`src/rtl/tcdm_cfi_pkg.sv`:
```
// tcdm_cfi_pkg: shared response metadata type and word geometry for the CFI TCDM responder
package tcdm_cfi_pkg;
  localparam int WORD_BYTES = 4;
  typedef struct packed {
    logic valid;
    logic err;
    logic rd;
  } resp_meta_t;
endpackage

```
`src/rtl/tcdm_resp_pipe.sv`:
```
// tcdm_resp_pipe: reset-clearable fixed-depth shift register carrying response metadata
module tcdm_resp_pipe
  import tcdm_cfi_pkg::*;
#(
  parameter int  DEPTH = 1,
  parameter type T     = resp_meta_t
) (
  input  logic clk_i,
  input  logic rst_ni,
  input  T     i_d,
  output T     o_q
);
  T r_sr [DEPTH];
  always_ff @(posedge clk_i) begin
    if (!rst_ni) begin
      for (int i = 0; i < DEPTH; i++) r_sr[i] <= '0;
    end else begin
      r_sr[0] <= i_d;
      for (int i = 1; i < DEPTH; i++) r_sr[i] <= r_sr[i-1];
    end
  end
  assign o_q = r_sr[DEPTH-1];
endmodule

```
`src/rtl/l2_cfi_tcdm_responder.sv`:
```
// l2_cfi_tcdm_responder: TCDM slave decoding requests onto one SRAM bank with fixed-latency in-order responses
module l2_cfi_tcdm_responder
  import tcdm_cfi_pkg::*;
#(
  parameter int          CFI_WIDTH   = 40,
  parameter int          BE_WIDTH    = CFI_WIDTH / 8,
  parameter int          ADDR_WIDTH  = 14,
  parameter logic [31:0] BASE_ADDR   = 32'h1C000000,
  parameter int          MEM_LATENCY = 1
) (
  input  logic                  clk_i,
  input  logic                  rst_ni,
  input  logic                  req_i,
  input  logic [31:0]           add_i,
  input  logic                  wen_i,
  input  logic [CFI_WIDTH-1:0]  wdata_i,
  input  logic [BE_WIDTH-1:0]   be_i,
  output logic                  gnt_o,
  output logic                  r_valid_o,
  output logic [CFI_WIDTH-1:0]  r_rdata_o,
  output logic                  r_opc_o,
  output logic                  mem_req_o,
  output logic                  mem_we_o,
  output logic [ADDR_WIDTH-1:0] mem_addr_o,
  output logic [CFI_WIDTH-1:0]  mem_wdata_o,
  output logic [BE_WIDTH-1:0]   mem_be_o,
  input  logic [CFI_WIDTH-1:0]  mem_rdata_i,
  input  logic                  mem_stall_i
);
  localparam int WB = $clog2(WORD_BYTES);
  if ((CFI_WIDTH % 8) != 0) begin : g_bad_width
    $error("CFI_WIDTH must be a multiple of 8");
  end
  if (MEM_LATENCY < 1 || MEM_LATENCY > 3) begin : g_bad_latency
    $error("MEM_LATENCY must be in 1..3");
  end
  logic [31:0] w_off;
  logic        w_hit;
  resp_meta_t  w_meta_d;
  resp_meta_t  w_meta_q;
  assign w_off       = add_i - BASE_ADDR;
  assign w_hit       = ((w_off >> (ADDR_WIDTH + WB)) == 32'd0) && (add_i[WB-1:0] == '0);
  assign gnt_o       = req_i & ~mem_stall_i;
  assign mem_req_o   = gnt_o & w_hit;
  assign mem_we_o    = ~wen_i;
  assign mem_addr_o  = w_off[ADDR_WIDTH+WB-1:WB];
  assign mem_wdata_o = wdata_i;
  assign mem_be_o    = be_i;
  assign w_meta_d    = '{valid: gnt_o, err: gnt_o & ~w_hit, rd: wen_i};
  tcdm_resp_pipe #(.DEPTH(MEM_LATENCY), .T(resp_meta_t)) u_pipe (
    .clk_i  (clk_i),
    .rst_ni (rst_ni),
    .i_d    (w_meta_d),
    .o_q    (w_meta_q)
  );
  assign r_valid_o = w_meta_q.valid;
  assign r_opc_o   = w_meta_q.valid & w_meta_q.err;
  assign r_rdata_o = (w_meta_q.valid & w_meta_q.rd & ~w_meta_q.err) ? mem_rdata_i : '0;
endmodule

```
`config.mk`:
```
export PLATFORM = sky130hd
export DESIGN_NAME = l2_cfi_tcdm_responder
export DESIGN_NICKNAME = d
export VERILOG_FILES = /design/src/rtl/tcdm_cfi_pkg.sv /design/src/rtl/tcdm_resp_pipe.sv /design/src/rtl/l2_cfi_tcdm_responder.sv
export SDC_FILE = /design/constraint.sdc
export NUM_CORES = 1
export LEC_CHECK = 0
export ABC_AREA = 1
export BUFFER_PORTS_ARGS = -buffer_cell sky130_fd_sc_hd__buf_2
export CAP_MARGIN = 0
export CORE_AREA = 2 2 87 89
export CTS_CLUSTER_DIAMETER = 120
export DETAILED_ROUTE_END_ITERATION = 10
export DIE_AREA = 0 0 89 91
export PLACE_DENSITY_LB_ADDON = 0.08
export SYNTH_ARGS = -nofsm -noshare
export SYNTH_HDL_FRONTEND = slang
export SYNTH_HIERARCHICAL = 1
export SYNTH_SLANG_ARGS = --single-unit
```
`constraint.sdc`:
```
create_clock -name clk_i -period 2.2 [get_ports clk_i]
set_input_delay 0.22 -clock clk_i [delete_from_list [all_inputs] [get_ports clk_i]]
set_output_delay 0.22 -clock clk_i [all_outputs]
set_load 0.03 [all_outputs]
```
==> impl_metrics.env, run 1 <==
export IMPL_rsz0062_at_grt="no"
export IMPL_ctsHoldBuffers=0
export IMPL_use_met1_pct=4.09
export IMPL_grtUsageTotal_pct=5.58
export IMPL_yosys_area_top_type_share_pct=45.5
export IMPL_drc=0
export IMPL_core_area_um2=7140
export IMPL_slew_viol_final=0
export IMPL_via_count=1028
export IMPL_path_cells="nand3b_4 > nor2_1 > buf_2"
export IMPL_grt_util_met2_pct=9.95
export IMPL_cts_repair_resized=0
export IMPL_max_freq_mhz=625
export IMPL_combPwrFrac_pct=34.3
export IMPL_mostFrequentLayoutCells="buf_2 (107), inv_1 (50), nor2_1 (50)"
export IMPL_tritoncts="built"
export IMPL_area_growth_pct=24.8
export IMPL_met3_usage_pct=2.55
export IMPL_timing_final_hold_violations=0
export IMPL_design_die_area_um2=8100
export IMPL_setup_viol=0
export IMPL_power_frac_clock_pct=47.8
export IMPL_yosysWarnings=6
export IMPL_cts_path_max_buffers=2
export IMPL_stdcell_area_um2=1210
export IMPL_yosysSeqAreaShare_pct=6.17
export IMPL_p_leak_nw=0.974
export IMPL_drv_cap=0
export IMPL_worstPathArrival_ps=1380
export IMPL_busiest_layer="met2"
export IMPL_ir_drop_mv=0.124
export IMPL_whs_ps=228
export IMPL_die_h_um=91
export IMPL_htreeDepth=1
export IMPL_top_register="u_pipe/r_sr"
export IMPL_syn_num_nets=302
export IMPL_hpwlAfterDp_um=2260
export IMPL_ys_ff_latch=3
export IMPL_cpMaxStageDelayCell="dfxtp_1"
export IMPL_grt_first_pass_wirelength_um=3590
export IMPL_post_route_period_util_pct=72.7
export IMPL_synth_area_per_cell_um2=5.41
export IMPL_synth_area_leaders="buf_4 (46%), inv_1 (19%), nor2_1 (19%), dfxtp_1 (6.2%), nand2_1 (3.9%)"
export IMPL_fin_setup_tns_ps=0
export IMPL_netlist_instances=180
export IMPL_synth_top_family_by_area="buffers and inverters"
export IMPL_io_buffers=107
export IMPL_ys_types=9
export IMPL_antenna_found_initial=0
export IMPL_drive_gt1_share_pct=48.7
export IMPL_largestRegisters="u_pipe/r_sr (3)"
export IMPL_vias_per_cell=3.14
export IMPL_p_per_area_nw_per_um2=273
export IMPL_crit_path_end_kind="primary output"
export IMPL_largest_register_ffs=3
export IMPL_post_dp_cell_area_um2=1170
export IMPL_grt_max_degree=41
export IMPL_worst_setup_path_type="flip-flop to primary output"
export IMPL_io_pins=226
export IMPL_layout_nets=351
export IMPL_firstDrtPassIters=3
export IMPL_hold_path_depth=3
export IMPL_synth_xor_area_share_pct=0
export IMPL_cts_setup_buffers=0
export IMPL_fp_dieW_um=89
export IMPL_power_switching_share_pct=28.3
export IMPL_fin_crit_ps=1600
export IMPL_path_max_fanout=40
export IMPL_p_sw_mw=0.0939
export IMPL_avgRoutedWirePerCell_um=8.10
export IMPL_ant_nets=0
export IMPL_crit_path_start_kind="flip-flop"
export IMPL_synth_compound_area_share_pct=0
export IMPL_place_congestion=0.645
export IMPL_synthAdderAreaFrac_pct=0
export IMPL_seqPwrFrac_pct=17.9
export IMPL_mostFrequentLayoutCell="buf_2"
export IMPL_cts_buffers=3
export IMPL_grt_pass1_vias=889
export IMPL_internal_power_mw=0.237
export IMPL_clkSlewWorstSetupHoldPaths_ps=30
export IMPL_drtIter0Drc=9
export IMPL_rows=31
export IMPL_yosysTopAreaCell="buf_4"
export IMPL_syn_cell_area_um2=973
export IMPL_hold_path_class="input port to flip-flop"
export IMPL_yosys_area_share_simple_pct=27.0
export IMPL_relSlewSlack_pct=72.1
export IMPL_wl_um=2650
export IMPL_status="complete, no violations"
export IMPL_start_util_pct=13.6
export IMPL_worstPathRequired_ps=1980
export IMPL_cts_sinks=3
export IMPL_overflow=0
export IMPL_root_buffer="clkbuf_8"
export IMPL_num_antenna_cells=0
export IMPL_worst_slew_pin_slew_ps=418
export IMPL_muxShareOfSynthArea_pct=0
export IMPL_cp_slowest_stage_delay_ps=380
## cells in the mapped netlist
| library cell | number |
|---|---|
| nor2_1 | 50 |
| or2_1 | 2 |
| nand3b_4 | 1 |
| nand3_1 | 1 |
| inv_1 | 50 |
| dfxtp_1 | 3 |
| nand2_1 | 10 |
| buf_4 | 59 |
| buf_2 | 4 |
## critical path, delay by kind of cell, from the launching register on
family	cells	cell delay, ps
buffers and inverters	1	220
flip-flops	1	380
AND/OR/NAND/NOR	2	560
## path summary, 6_finish.rpt
check | from | to
max | u_pipe/r_sr[0][2] | r_rdata_o[21]
min | wen_i | u_pipe/r_sr[0][0]
## through the flow
stage,total power [mW],std cells,setup slack (ps),utilization [%]
after floorplan,0.311,180,720,-
after global placement,0.175,323,788,16.4
after detailed placement,0.175,323,765,16.4
after CTS,0.340,327,534,17.0
after global routing,0.356,327,449,17.0
final,0.331,327,600,17.0
## power groups by stage
| stage | sequential, mW | clock (mW) | combinational [mW] |
|---|---|---|---|
| 3_3_place_gp | 0.0600 | 0 | 0.115 |
| 2_1_floorplan | 0.0613 | 0 | 0.249 |
| 5_1_grt | 0.0596 | 0.166 | 0.130 |
| 4_1_cts | 0.0594 | 0.165 | 0.115 |
| 6_report | 0.0593 | 0.158 | 0.113 |
| 3_5_place_dp | 0.0601 | 0 | 0.115 |
## kinds of logic (layout without fill, tap and decap cells)
kind of cell,count (synthesis),in the layout
flops,3,3
buf+inv,113,161
simple gates,64,64
## layout make-up
cell class,count,area (um^2)
Multi-Input combinational cell,64,263
Sequential cell,3,60.1
Clock buffer,4,45.0
Timing Repair Buffer,107,536
Tap cell,99,124
Fill cell,872,5920
Inverter,50,188
## per-layer routing
| metal | share of wire (%) | vias to the layer above |
|---|---|---|
| met1 | 31 | 369 |
| met4 | 6.6 | 0 |
| met3 | 20 | 24 |
| met2 | 42 | 111 |
| met5 | 0 | - |
| li1 | - | 524 |
Note: power is estimated with default switching activity, not from simulation.
==> inputs of run 2 (changes only) <==
==> constraint.sdc (replaced) <==
create_clock -name clk_i -period 1.4 [get_ports clk_i]
set_input_delay 0.14 -clock clk_i [delete_from_list [all_inputs] [get_ports clk_i]]
set_output_delay 0.14 -clock clk_i [all_outputs]
set_load 0.03 [all_outputs]
==> run 2 against run 1 <==
Effect of this change: clock power is 58% higher; combinational power grew 60%; cell area up 2.4%; global-route usage grew 0.31 points; non-clock buffer count increased by 1; worst hold slack worse by 86 ps; power grew 58%; utilization up 0.40 points; cell count is 0.31% higher.
==> impl_metrics.env, run 2 (synthesis results as in run 1) <==
export IMPL_status="complete, no violations"
export IMPL_cpMaxStageDelayCell="dfxtp_1"
export IMPL_cts_path_max_buffers=2
export IMPL_drv_cap=0
export IMPL_internal_power_mw=0.375
export IMPL_combPwrFrac_pct=34.5
export IMPL_hold_start="wen_i"
export IMPL_ir_drop_mv=0.180
export IMPL_layout_nets=352
export IMPL_htreeDepth=1
export IMPL_power_frac_clock_pct=47.7
export IMPL_grt_first_pass_wirelength_um=3720
export IMPL_timing_final_hold_violations=0
export IMPL_top_register="u_pipe/r_sr"
export IMPL_overflow=0
export IMPL_die_h_um=91
export IMPL_largest_register_ffs=3
export IMPL_ant_nets=0
export IMPL_wl_um=2690
export IMPL_design_die_area_um2=8100
export IMPL_drive_gt1_share_pct=49.3
export IMPL_critPathTopFamily="buffers and inverters"
export IMPL_holdPathEnd="u_pipe/r_sr[0][0]"
export IMPL_core_area_um2=7140
export IMPL_cp_slowest_stage_delay_ps=300
export IMPL_whs_ps=143
export IMPL_root_buffer="clkbuf_8"
export IMPL_fin_util_pct=17.4
export IMPL_crit_path_start_kind="flip-flop"
export IMPL_place_congestion=0.683
export IMPL_rows=31
export IMPL_fin_ws_ps=108
export IMPL_place_ws_ps=242
export IMPL_crit_buf_inv=2
export IMPL_vias_per_cell=3.17
export IMPL_relSlewSlack_pct=83.7
export IMPL_rsz0062_at_grt="no"
export IMPL_start_util_pct=13.6
export IMPL_tritoncts="built"
export IMPL_mostFrequentLayoutCell="buf_2"
export IMPL_p_sw_mw=0.149
export IMPL_grt_max_degree=41
export IMPL_mostFrequentLayoutCells="buf_2 (104), inv_1 (50), nor2_1 (50)"
export IMPL_antenna_found_initial=0
export IMPL_fin_setup_tns_ps=0
export IMPL_p_leak_nw=0.983
export IMPL_hpwlAfterDp_um=2270
export IMPL_avgRoutedWirePerCell_um=8.21
export IMPL_grtUsageTotal_pct=5.89
export IMPL_worstPathRequired_ps=1260
export IMPL_drtIter0Drc=24
export IMPL_worst_slew_pin_slew_ps=243
export IMPL_hold_path_depth=3
export IMPL_crit_path_end_kind="primary output"
export IMPL_power_switching_share_pct=28.4
export IMPL_slew_viol_final=0
export IMPL_max_freq_mhz=774
export IMPL_worst_setup_path_type="flip-flop to primary output"
export IMPL_drc=0
export IMPL_io_pins=226
export IMPL_p_per_area_nw_per_um2=422
export IMPL_via_count=1041
export IMPL_fp_dieW_um=89
export IMPL_seqPwrFrac_pct=17.8
export IMPL_largestRegisters="u_pipe/r_sr (3)"
export IMPL_path_max_fanout=40
export IMPL_worstPathArrival_ps=1150
export IMPL_setup_viol=0
export IMPL_hold_path_class="input port to flip-flop"
export IMPL_cts_sinks=3
export IMPL_ctsHoldBuffers=0
export IMPL_path_cells="nand3b_4 > buf_12 > nor2_1 > buf_2"
export IMPL_grt_pass1_vias=889
export IMPL_clkSlewWorstSetupHoldPaths_ps=30
export IMPL_post_route_period_util_pct=92.3
export IMPL_fin_crit_ps=1290
export IMPL_io_buffers=107
export IMPL_area_growth_pct=27.8
export IMPL_cts_buffers=3
export IMPL_firstDrtPassIters=4
export IMPL_num_antenna_cells=0
-- run 2: changes by cell type in the layout (fill, tap and decap cells not counted), sizes merged --
cell	delta
buf	-2
clkbuf	+3
-- run 2: layout make-up --
class | count | area, um^2
fillers | 857 | 5890
repair buffers | 108 | 563
multi-input cells | 64 | 263
inverters | 50 | 188
well taps | 99 | 124
flip-flops and latches | 3 | 61.3
clock buffers | 4 | 45.0
-- run 2: power groups by stage --
stage,Combinational (mW),Clock [mW],Sequential [mW]
3_5_place_dp,0.183,0,0.0943
3_3_place_gp,0.182,0,0.0947
6_report,0.181,0.250,0.0933
2_1_floorplan,0.392,0,0.0963
4_1_cts,0.184,0.259,0.0932
5_1_grt,0.209,0.267,0.0938
-- run 2: what timing repair did --
item,in CTS,in global routing
buffers inserted,0,0
endpoints found under the setup margin,0,15
resized for setup,0,4
-- run 2: how the worst max path moves through the flow --
stage	start	endpoint	depth (start not counted)
floorplan	u_pipe/r_sr[0][2]	r_rdata_o[0]	3
global placement	add_i[17]	mem_req_o	6
detailed placement	add_i[17]	mem_req_o	6
CTS	u_pipe/r_sr[0][2]	r_rdata_o[12]	4
global route	u_pipe/r_sr[0][1]	r_rdata_o[20]	4
finish	u_pipe/r_sr[0][1]	r_rdata_o[12]	4
-- run 2: layer usage --
layer / GRT usage (%) / vias to the layer above / share of wire, % / wire (um)
li1: - / 528 / - / -
met1: 4.75 / 372 / 33 / 884
met2: 9.89 / 118 / 43 / 1160
met3: 2.82 / 23 / 18 / 494
met4: 5.72 / 0 / 5.8 / 157
met5: 0 / - / 0 / 0
-- run 2: through the flow --
step | cell area [um^2] | std cells | power, mW
after global routing | 1240 | 328 | 0.570
after detailed placement | 1190 | 324 | 0.277
after global placement | 1190 | 324 | 0.277
final | 1240 | 328 | 0.524
after floorplan | 973 | 180 | 0.488
after CTS | 1230 | 328 | 0.536
-- run 2: tightest hold or removal path, stage by stage --
cell and delay [ps]:
buf_2 90, nand2_1 50, inv_1 50
